**src/rtl/hazard_stall_unit.sv**
```systemverilog
// Hazard/stall controller for an in-order pipeline.
// It tracks outstanding loads in a 32-bit busy mask and detects load-use and
// WAW hazards at decode. It arbitrates memory-wait freezes, branch flushes and
// use stalls, and raises a sticky timeout flag when memory waits for too long.
module hazard_stall_unit #(
   parameter int unsigned TIMEOUT = 255
) (
   input  logic        clk,
   input  logic        rst,
   input  logic [4:0]  rs1_addr_decode,
   input  logic [4:0]  rs2_addr_decode,
   input  logic        rs1_used_decode,
   input  logic        rs2_used_decode,
   input  logic        valid_decode,
   input  logic [4:0]  rd_addr_decode,
   input  logic        rd_write_decode,
   input  logic        is_load_decode,
   input  logic        load_mem,
   input  logic [4:0]  rd_addr_mem,
   input  logic        mem_ready,
   input  logic        branch_taken_execute,
   output logic        stall_fetch,
   output logic        stall_decode,
   output logic        bubble_execute,
   output logic        flush_decode,
   output logic        stall_all,
   output logic [31:0] busy_mask,
   output logic        mem_timeout
);

   localparam logic [15:0] TIMEOUT_W = 16'(TIMEOUT);

   logic [31:0] busy_q, busy_d;
   logic [15:0] wait_cnt_q, wait_cnt_d;
   logic        timeout_q, timeout_d;

   logic mem_wait;
   logic load_clear;
   logic rs1_haz, rs2_haz, waw_haz;
   logic use_stall;
   logic issue;

   // Classify the MEM-stage load: still waiting, or its data returns this cycle.
   // A returning load bypasses its own busy bit because WB forwards it next cycle.
   always_comb begin
      mem_wait   = load_mem & ~mem_ready;
      load_clear = load_mem & mem_ready & (rd_addr_mem != 5'd0);
      rs1_haz    = rs1_used_decode & busy_q[rs1_addr_decode]
                   & ~(load_clear & (rd_addr_mem == rs1_addr_decode));
      rs2_haz    = rs2_used_decode & busy_q[rs2_addr_decode]
                   & ~(load_clear & (rd_addr_mem == rs2_addr_decode));
      waw_haz    = valid_decode & is_load_decode & rd_write_decode
                   & busy_q[rd_addr_decode]
                   & ~(load_clear & (rd_addr_mem == rd_addr_decode));
      use_stall  = valid_decode & (rs1_haz | rs2_haz | waw_haz);
      issue      = valid_decode & ~mem_wait & ~branch_taken_execute & ~use_stall;
   end

   // Pipeline control: memory freeze beats branch flush, which beats use stall.
   always_comb begin
      stall_all      = mem_wait;
      stall_fetch    = 1'b0;
      stall_decode   = 1'b0;
      bubble_execute = 1'b0;
      flush_decode   = 1'b0;
      if (mem_wait) begin
         stall_fetch  = 1'b1;
         stall_decode = 1'b1;
      end else if (branch_taken_execute) begin
         flush_decode   = 1'b1;
         bubble_execute = 1'b1;
      end else if (use_stall) begin
         stall_fetch    = 1'b1;
         stall_decode   = 1'b1;
         bubble_execute = 1'b1;
      end
   end

   // Busy-mask next state: the returning load clears first, so an issuing load to
   // the same register re-sets it. x0 is never tracked.
   always_comb begin
      busy_d = busy_q;
      if (load_clear) begin
         busy_d[rd_addr_mem] = 1'b0;
      end
      if (issue & is_load_decode & rd_write_decode & (rd_addr_decode != 5'd0)) begin
         busy_d[rd_addr_decode] = 1'b1;
      end
      busy_d[0] = 1'b0;
   end

   // Saturating run-length of memory-wait cycles, and a sticky flag set on reaching the limit.
   always_comb begin
      wait_cnt_d = 16'd0;
      if (mem_wait) begin
         wait_cnt_d = (wait_cnt_q == 16'hFFFF) ? wait_cnt_q : wait_cnt_q + 16'd1;
      end
      timeout_d = timeout_q | (mem_wait & (wait_cnt_d == TIMEOUT_W));
   end

   // State registers; reset discards every outstanding load immediately.
   always_ff @(posedge clk or posedge rst) begin
      if (rst) begin
         busy_q     <= 32'd0;
         wait_cnt_q <= 16'd0;
         timeout_q  <= 1'b0;
      end else begin
         busy_q     <= busy_d;
         wait_cnt_q <= wait_cnt_d;
         timeout_q  <= timeout_d;
      end
   end

   assign busy_mask   = busy_q;
   assign mem_timeout = timeout_q;

endmodule
```
**config.mk**
```make
export PLATFORM = sky130hd
export DESIGN_NAME = hazard_stall_unit
export DESIGN_NICKNAME = d
export VERILOG_FILES = /design/src/rtl/hazard_stall_unit.sv
export SDC_FILE = /design/constraint.sdc
export NUM_CORES = 1
export LEC_CHECK = 0
export ABC_AREA = 1
export CORE_MARGIN = 2
export CORE_UTILIZATION = 59
export CTS_CLUSTER_DIAMETER = 40
export DETAILED_ROUTE_END_ITERATION = 16
export PLACE_DENSITY = 0.87
export SLEW_MARGIN = 20
export SYNTH_ARGS = -nofsm -noshare
export SYNTH_HDL_FRONTEND = slang
export SYNTH_SLANG_ARGS = --single-unit
```
**constraint.sdc**
```tcl
create_clock -name clk -period 2.55 [get_ports clk]
set_clock_uncertainty 0.05 [all_clocks]
set_input_delay 0.3825 -clock clk [delete_from_list [all_inputs] [get_ports clk]]
set_output_delay 0.3825 -clock clk [all_outputs]
set_load 0.02 [all_outputs]
```
# ---- After elaboration in Yosys (flattened, before gate mapping)
# Index checks and enable logic that the tools add are counted.
dict set report classes {
  addsub 1
  n_lt_le_gt_ge 6
  eq_ne 5
  muxes 21
  n_bitwise 35
  reduce_logical 4
}
# op n
set ops {}
lappend ops {{$mux W32} 2}
lappend ops {{$and A32 B32 Y32} 1}
lappend ops {{$mux W16} 2}
lappend ops {{$not A32 Y32} 1}
lappend ops {{$or A32 B32 Y32} 1}
lappend ops {{$lt A5 B6 Y1 const B} 4}
lappend ops {{$and A1 B1 Y1} 22}
lappend ops {{$add A16 B1 Y16 const B} 1}
lappend ops {{$eq A16 B16 Y1 const B} 1}
lappend ops {{$eq A16 B8 Y1 const B} 1}
lappend ops {{$bmux W1 S5} 3}
lappend ops {{$eq A5 B5 Y1} 3}
lappend ops {{$mux W1} 12}
lappend ops {{$demux W1 S5} 2}
lappend ops {{$ge A5 B1 Y1 const B} 2}
lappend ops {{$reduce_bool A5 Y1} 2}
lappend ops {{$not A1 Y1} 7}
lappend ops {{$or A1 B1 Y1} 3}
lappend ops {{$logic_and A1 B1 Y1} 2}
dict set report word_totals {
  ff_bits 48
  input_bits 30
  out_inout_bits 38
  elab_cells 75
}

# ---- Longest topological paths before layout
# Gate-level depths: netlist (run 1).
dict set report depth {
  ltp_word 14
  depth_mapped 15
  ltp_nobuf 14
}

# ---- Least setup slack after synthesis (run 1)
# Ideal clock, no wire load.
dict set report synth_timing {
  path_kind {input to output}
  start {input rd_addr_mem[3]}
  end {output stall_fetch}
  arrival_ns 2.117
  required_ns 2.118
  setup_slack_ns 0.001
  stages 11
  n_path_buf 2
  path_cell_list {buf_4 nor3_4 nand2_1 nand2_1 nor2_1 a21boi_1 nand3_1 nand3_2 nand2_4 o21ai_0 buf_4}
}
dict set report synth_between {
  elab_chain_len 11
  word_cells_on_any_way 20
  cone_classes {eq/ne: 3; mux: 3; bitwise: 13; reduce/logical: 1}
}
# item line
set synth_lines {}
lappend synth_lines {{start: declaration} 19} ;# input logic [4:0] rd_addr_mem,
lappend synth_lines {{$reduce_bool A5 Y1} 47} ;# load_clear = load_mem & mem_ready & (rd_addr_mem != 5'd0);
lappend synth_lines {{$and A1 B1 Y1} 47}
lappend synth_lines {{$and A1 B1 Y1, on equally long branches} {49, 51}}
lappend synth_lines {{$not A1 Y1, on equally long branches} {49, 51}}
lappend synth_lines {{$and A1 B1 Y1, on equally long branches} {49, 51}}
lappend synth_lines {{$or A1 B1 Y1} 55} ;# use_stall = valid_decode & (rs1_haz | rs2_haz | waw_haz);
lappend synth_lines {{$or A1 B1 Y1 *} 55}
lappend synth_lines {{$and A1 B1 Y1 *} 55}
lappend synth_lines {{$mux W1 * (3 in series)} --}
lappend synth_lines {{end: declaration} 22} ;# output logic stall_fetch,
# Mark *: on every way between the ends. The rest lies on a longest branch, timed or not.

# ---- Worst setup path in the final report (run 1)
dict set report layout_timing {
  start {input rd_addr_decode[1]}
  end {output stall_decode}
}
dict set report layout_between {
  elab_chain_len 9
  word_cells_on_any_way 12
  cone_classes {eq/ne: 1; mux: 5; bitwise: 6}
}
# item line
set layout_lines {}
lappend layout_lines {{start: declaration} 15} ;# input logic [4:0] rd_addr_decode,
lappend layout_lines {{$bmux W1 S5 or $eq A5 B5 Y1 (tied branches)} {53, 54}}
lappend layout_lines {{$mux W1 (implied by the code) or $and A1 B1 Y1 (tied branches)} {53, 54}}
lappend layout_lines {{$and A1 B1 Y1 or $not A1 Y1 (tied branches)} {53, 54}}
lappend layout_lines {{$and A1 B1 Y1 *} 54} ;# & ~(load_clear & (rd_addr_mem == rd_addr_decode));
lappend layout_lines {{$or A1 B1 Y1 *} 55}
lappend layout_lines {{$and A1 B1 Y1 *} 55}
lappend layout_lines {{$mux W1 *} 72} ;# end else if (use_stall) begin
lappend layout_lines {{$mux W1 *} 69} ;# end else if (branch_taken_execute) begin
lappend layout_lines {{$mux W1 *} 66} ;# if (mem_wait) begin
lappend layout_lines {{end: declaration} 23} ;# output logic stall_decode,
# Mark *: on every way between the ends. The rest lies on a longest branch, timed or not. The select of a mux whose other input is x is not followed.

==> impl_metrics.env, run 1 <==
export IMPL_fmax_ghz=0.3843
export IMPL_dieHeight_um=87.44
export IMPL_vdd_ir_drop_max_mv=0.2831
export IMPL_p_total_mw=1.984
export IMPL_crit_slowest_cell="dlygate4sd2_1"
export IMPL_initial_utilization_pct=60.80
export IMPL_clk_pin_slew_ns=0.09
export IMPL_arrival_ns=2.17
export IMPL_cts_path_max_buffers=2
export IMPL_synth_net_count=705
export IMPL_fin_util_pct=81.56
export IMPL_ios=68
export IMPL_synthCells=674
export IMPL_synth_edf_count=0
export IMPL_rows=30
export IMPL_drcViolationCount=0
export IMPL_synth_mux_area_fraction_pct=0
export IMPL_grt_max_degree=49
export IMPL_clock_sinks=48
export IMPL_dieArea_um2=7646
export IMPL_grt_pass1_wl_um=23650
export IMPL_worstPathRequired_ns=2.12
export IMPL_drive_above_1_share_pct=16.16
export IMPL_synth_area_leaders="dfrtp_1 29%, nand2_1 19%, nand3_1 9.6%"
export IMPL_path_class="in2out"
export IMPL_yosysMostFrequentCell="nand2_1"
export IMPL_synth_warnings=0
export IMPL_synth_area_leader_cell="dfrtp_1"
export IMPL_core_area_um2=6756
export IMPL_slew_viol_final=0
export IMPL_finalHoldViolations=0
export IMPL_crit_fanout=8
export IMPL_synth_area_um2=4108
export IMPL_drt_vias_per_instance=6.141
export IMPL_synth_simple_area_share_pct=46.51
export IMPL_r2r_start="busy_mask[30]$_DFF_PP0_"
export IMPL_vias=5355
export IMPL_dp_hpwl_um=11060
export IMPL_tns_ns=-0.1489
export IMPL_cts_tree="yes"
export IMPL_ys_flop_type="dfrtp_1"
export IMPL_synth_adder_area_share_pct=0.3046
export IMPL_syn_avg_cell_area_um2=6.094
export IMPL_synth_distinct_cells=34
export IMPL_antenna_found_initial=0
export IMPL_hold_path_class="in2async"
export IMPL_synth_top_cell_area_share_pct=29.24
export IMPL_grt_ovfl_total=0
export IMPL_crit_chain="dlygate4sd2_1, inv_2, buf_4, nand2_1, nand2_1, nand2_1, nand2_1, nor2_1, nand2_1, nand2_1, nand3_2, nand2_4, o21ai_4, buf_6"
export IMPL_postCtsSetupRepairBufs=0
export IMPL_grt_pass1_vias=4870
export IMPL_track_usage_pct=39.96
export IMPL_slowest_delay_ns=0.38
export IMPL_syn2layout_area_growth_pct=34.15
export IMPL_fillers=477
export IMPL_period_needed_ns=2.602
export IMPL_violations="negative setup slack"
export IMPL_ys_seq_elements=48
export IMPL_synth_compound_area_share_pct=7.920
export IMPL_gp_congestion=0.9539
export IMPL_hold_slack_ns=0.3782
export IMPL_power_density_nw_per_um2=360.1
export IMPL_end_kind="primary output"
export IMPL_start_kind="input port"
export IMPL_drt_total_wl_um=15630
export IMPL_placedCellCount=862
export IMPL_r2r_cells=14
export IMPL_ys_seq_area_share_pct=29.24
export IMPL_setup_violations_final=3
export IMPL_startpoint="rd_addr_decode[1]"
export IMPL_path_common_cell="nand2_1"
export IMPL_status="complete, but fails checks"
export IMPL_stdcell_count=872
export IMPL_synth_xor_area_share_pct=1.919
export IMPL_period_share_pct=102.0
export IMPL_leakage_nw=2.918
export IMPL_maxCapViolations=0
export IMPL_clockRootBuffer="clkbuf_8"
export IMPL_firstDrtPassIters=7
export IMPL_drtIter0Drc=618
export IMPL_die_w_um=87.44
export IMPL_synth_common_cells="209 x nand2_1, 91 x inv_1, 79 x nand3_1"
export IMPL_final_antenna_net_count=0
export IMPL_worstSkewPairLatency_ns=0.31
export IMPL_wl_per_cell_um=17.92
export IMPL_async_flop_share_pct=100.0
export IMPL_synth_top_family_by_area="simple AND/OR/NAND/NOR gates"
export IMPL_htreeDepth=2
export IMPL_worst_slack_ns=-0.05183
export IMPL_finalNetCount=822
export IMPL_cts_buffers=5
export IMPL_diodes=0
export IMPL_port_buffers=66
## per-layer routing
layer / share of wire (%) / up-vias / GRT usage [%]
met2: 44 / 414 / 62.67
met4: 6.0 / 0 / 18.04
met3: 11 / 99 / 8.720
li1: - / 2407 / -
met1: 38 / 2435 / 52.71
met5: 0 / - / 0
## power breakdown
| part | switching [mW] | internal (mW) | total [mW] | leakage [nW] |
|---|---|---|---|---|
| registers | 0.0401 | 0.789 | 0.829 | 0.659 |
| logic | 0.381 | 0.264 | 0.645 | 2.21 |
| clock network | 0.287 | 0.223 | 0.510 | 0.0516 |
## state kept, by name, summed over array words and instances (netlist names)
register	cells
busy_mask	31
wait_cnt_q	16
mem_timeout	1
## kinds of logic after synthesis
group,count (synthesis)
xor gates and xnor gates,9
and+or+nand+nor,425
AOI/OAI and AO/OA,61
buffers and inverters,129
adders and majority gates,1
DFF,48
other,1
## what timing repair did
action / in CTS / in global routing
resized for setup: 35 / 40
hold buffers: 0 / 0
gates cloned: 1 / 1
setup endpoints to repair: 3 / 3
pin swaps: 0 / 4
## stage by stage
stage / setup WS (ns) / area, µm²
5_1_grt: -0.09632 / 5510
2_1_floorplan: 0.0008145 / 4108
3_5_place_dp: -0.6036 / 5243
6_report: -0.05183 / 5510
4_1_cts: 0.001730 / 5389
3_3_place_gp: -0.5977 / 5243
## layout make-up
| class | instances | area (µm²) | share of cell area [%] |
|---|---|---|---|
| inverters | 99 | 379.1 | 6.880 |
| flip-flops and latches | 48 | 1201 | 21.80 |
| multi-input cells | 497 | 2434 | 44.16 |
| clock buffers | 6 | 82.58 | 1.499 |
| repair buffers | 140 | 1300 | 23.59 |
| well taps | 80 | 100.1 | 1.817 |
| clock inverters | 2 | 13.76 | 0.2498 |
## critical path: cells and delay by family
family          cells  cell delay, ns
compound gates      1            0.08
buf+inv             4            0.79
simple gates        9            0.90
## placed cells by master, fill, tap and decap left out, drive strengths merged
master	count
xnor2	4
clkinv	1
o2111ai	1
clkbuf	7
nor3	17
buf	77
dfrtp	48
nand3	82
a31oi	1
a21oi	5
nand3b	4
o211ai	1
a21boi	2
or2	2
dlygate4sd2	6
clkdlybuf4s50	48
nand2	211
dlymetal6s2s	8
o21ai	51
nand4	43
ha	1
nor2	66
xor2	5
inv	100
conb	1
## final timing paths
kind                            slack (ns)                       to
min in group clk                      0.50   busy_mask[8]$_DFF_PP0_
worst min register to register        0.50   busy_mask[8]$_DFF_PP0_
max in group asynchronous             1.83  wait_cnt_q[1]$_DFF_PP0_
worst min-delay path                  0.38  busy_mask[23]$_DFF_PP0_
worst max register to register        0.31   busy_mask[7]$_DFF_PP0_
worst max-delay path                 -0.05             stall_decode
Note: power is estimated with default switching activity, not from simulation.
==> inputs of run 2 (changes only) <==
TNS_END_PERCENT = 20   (was not set)
==> results of run 2 <==
Final layout, timing and power as in run 1 (identical DEF).
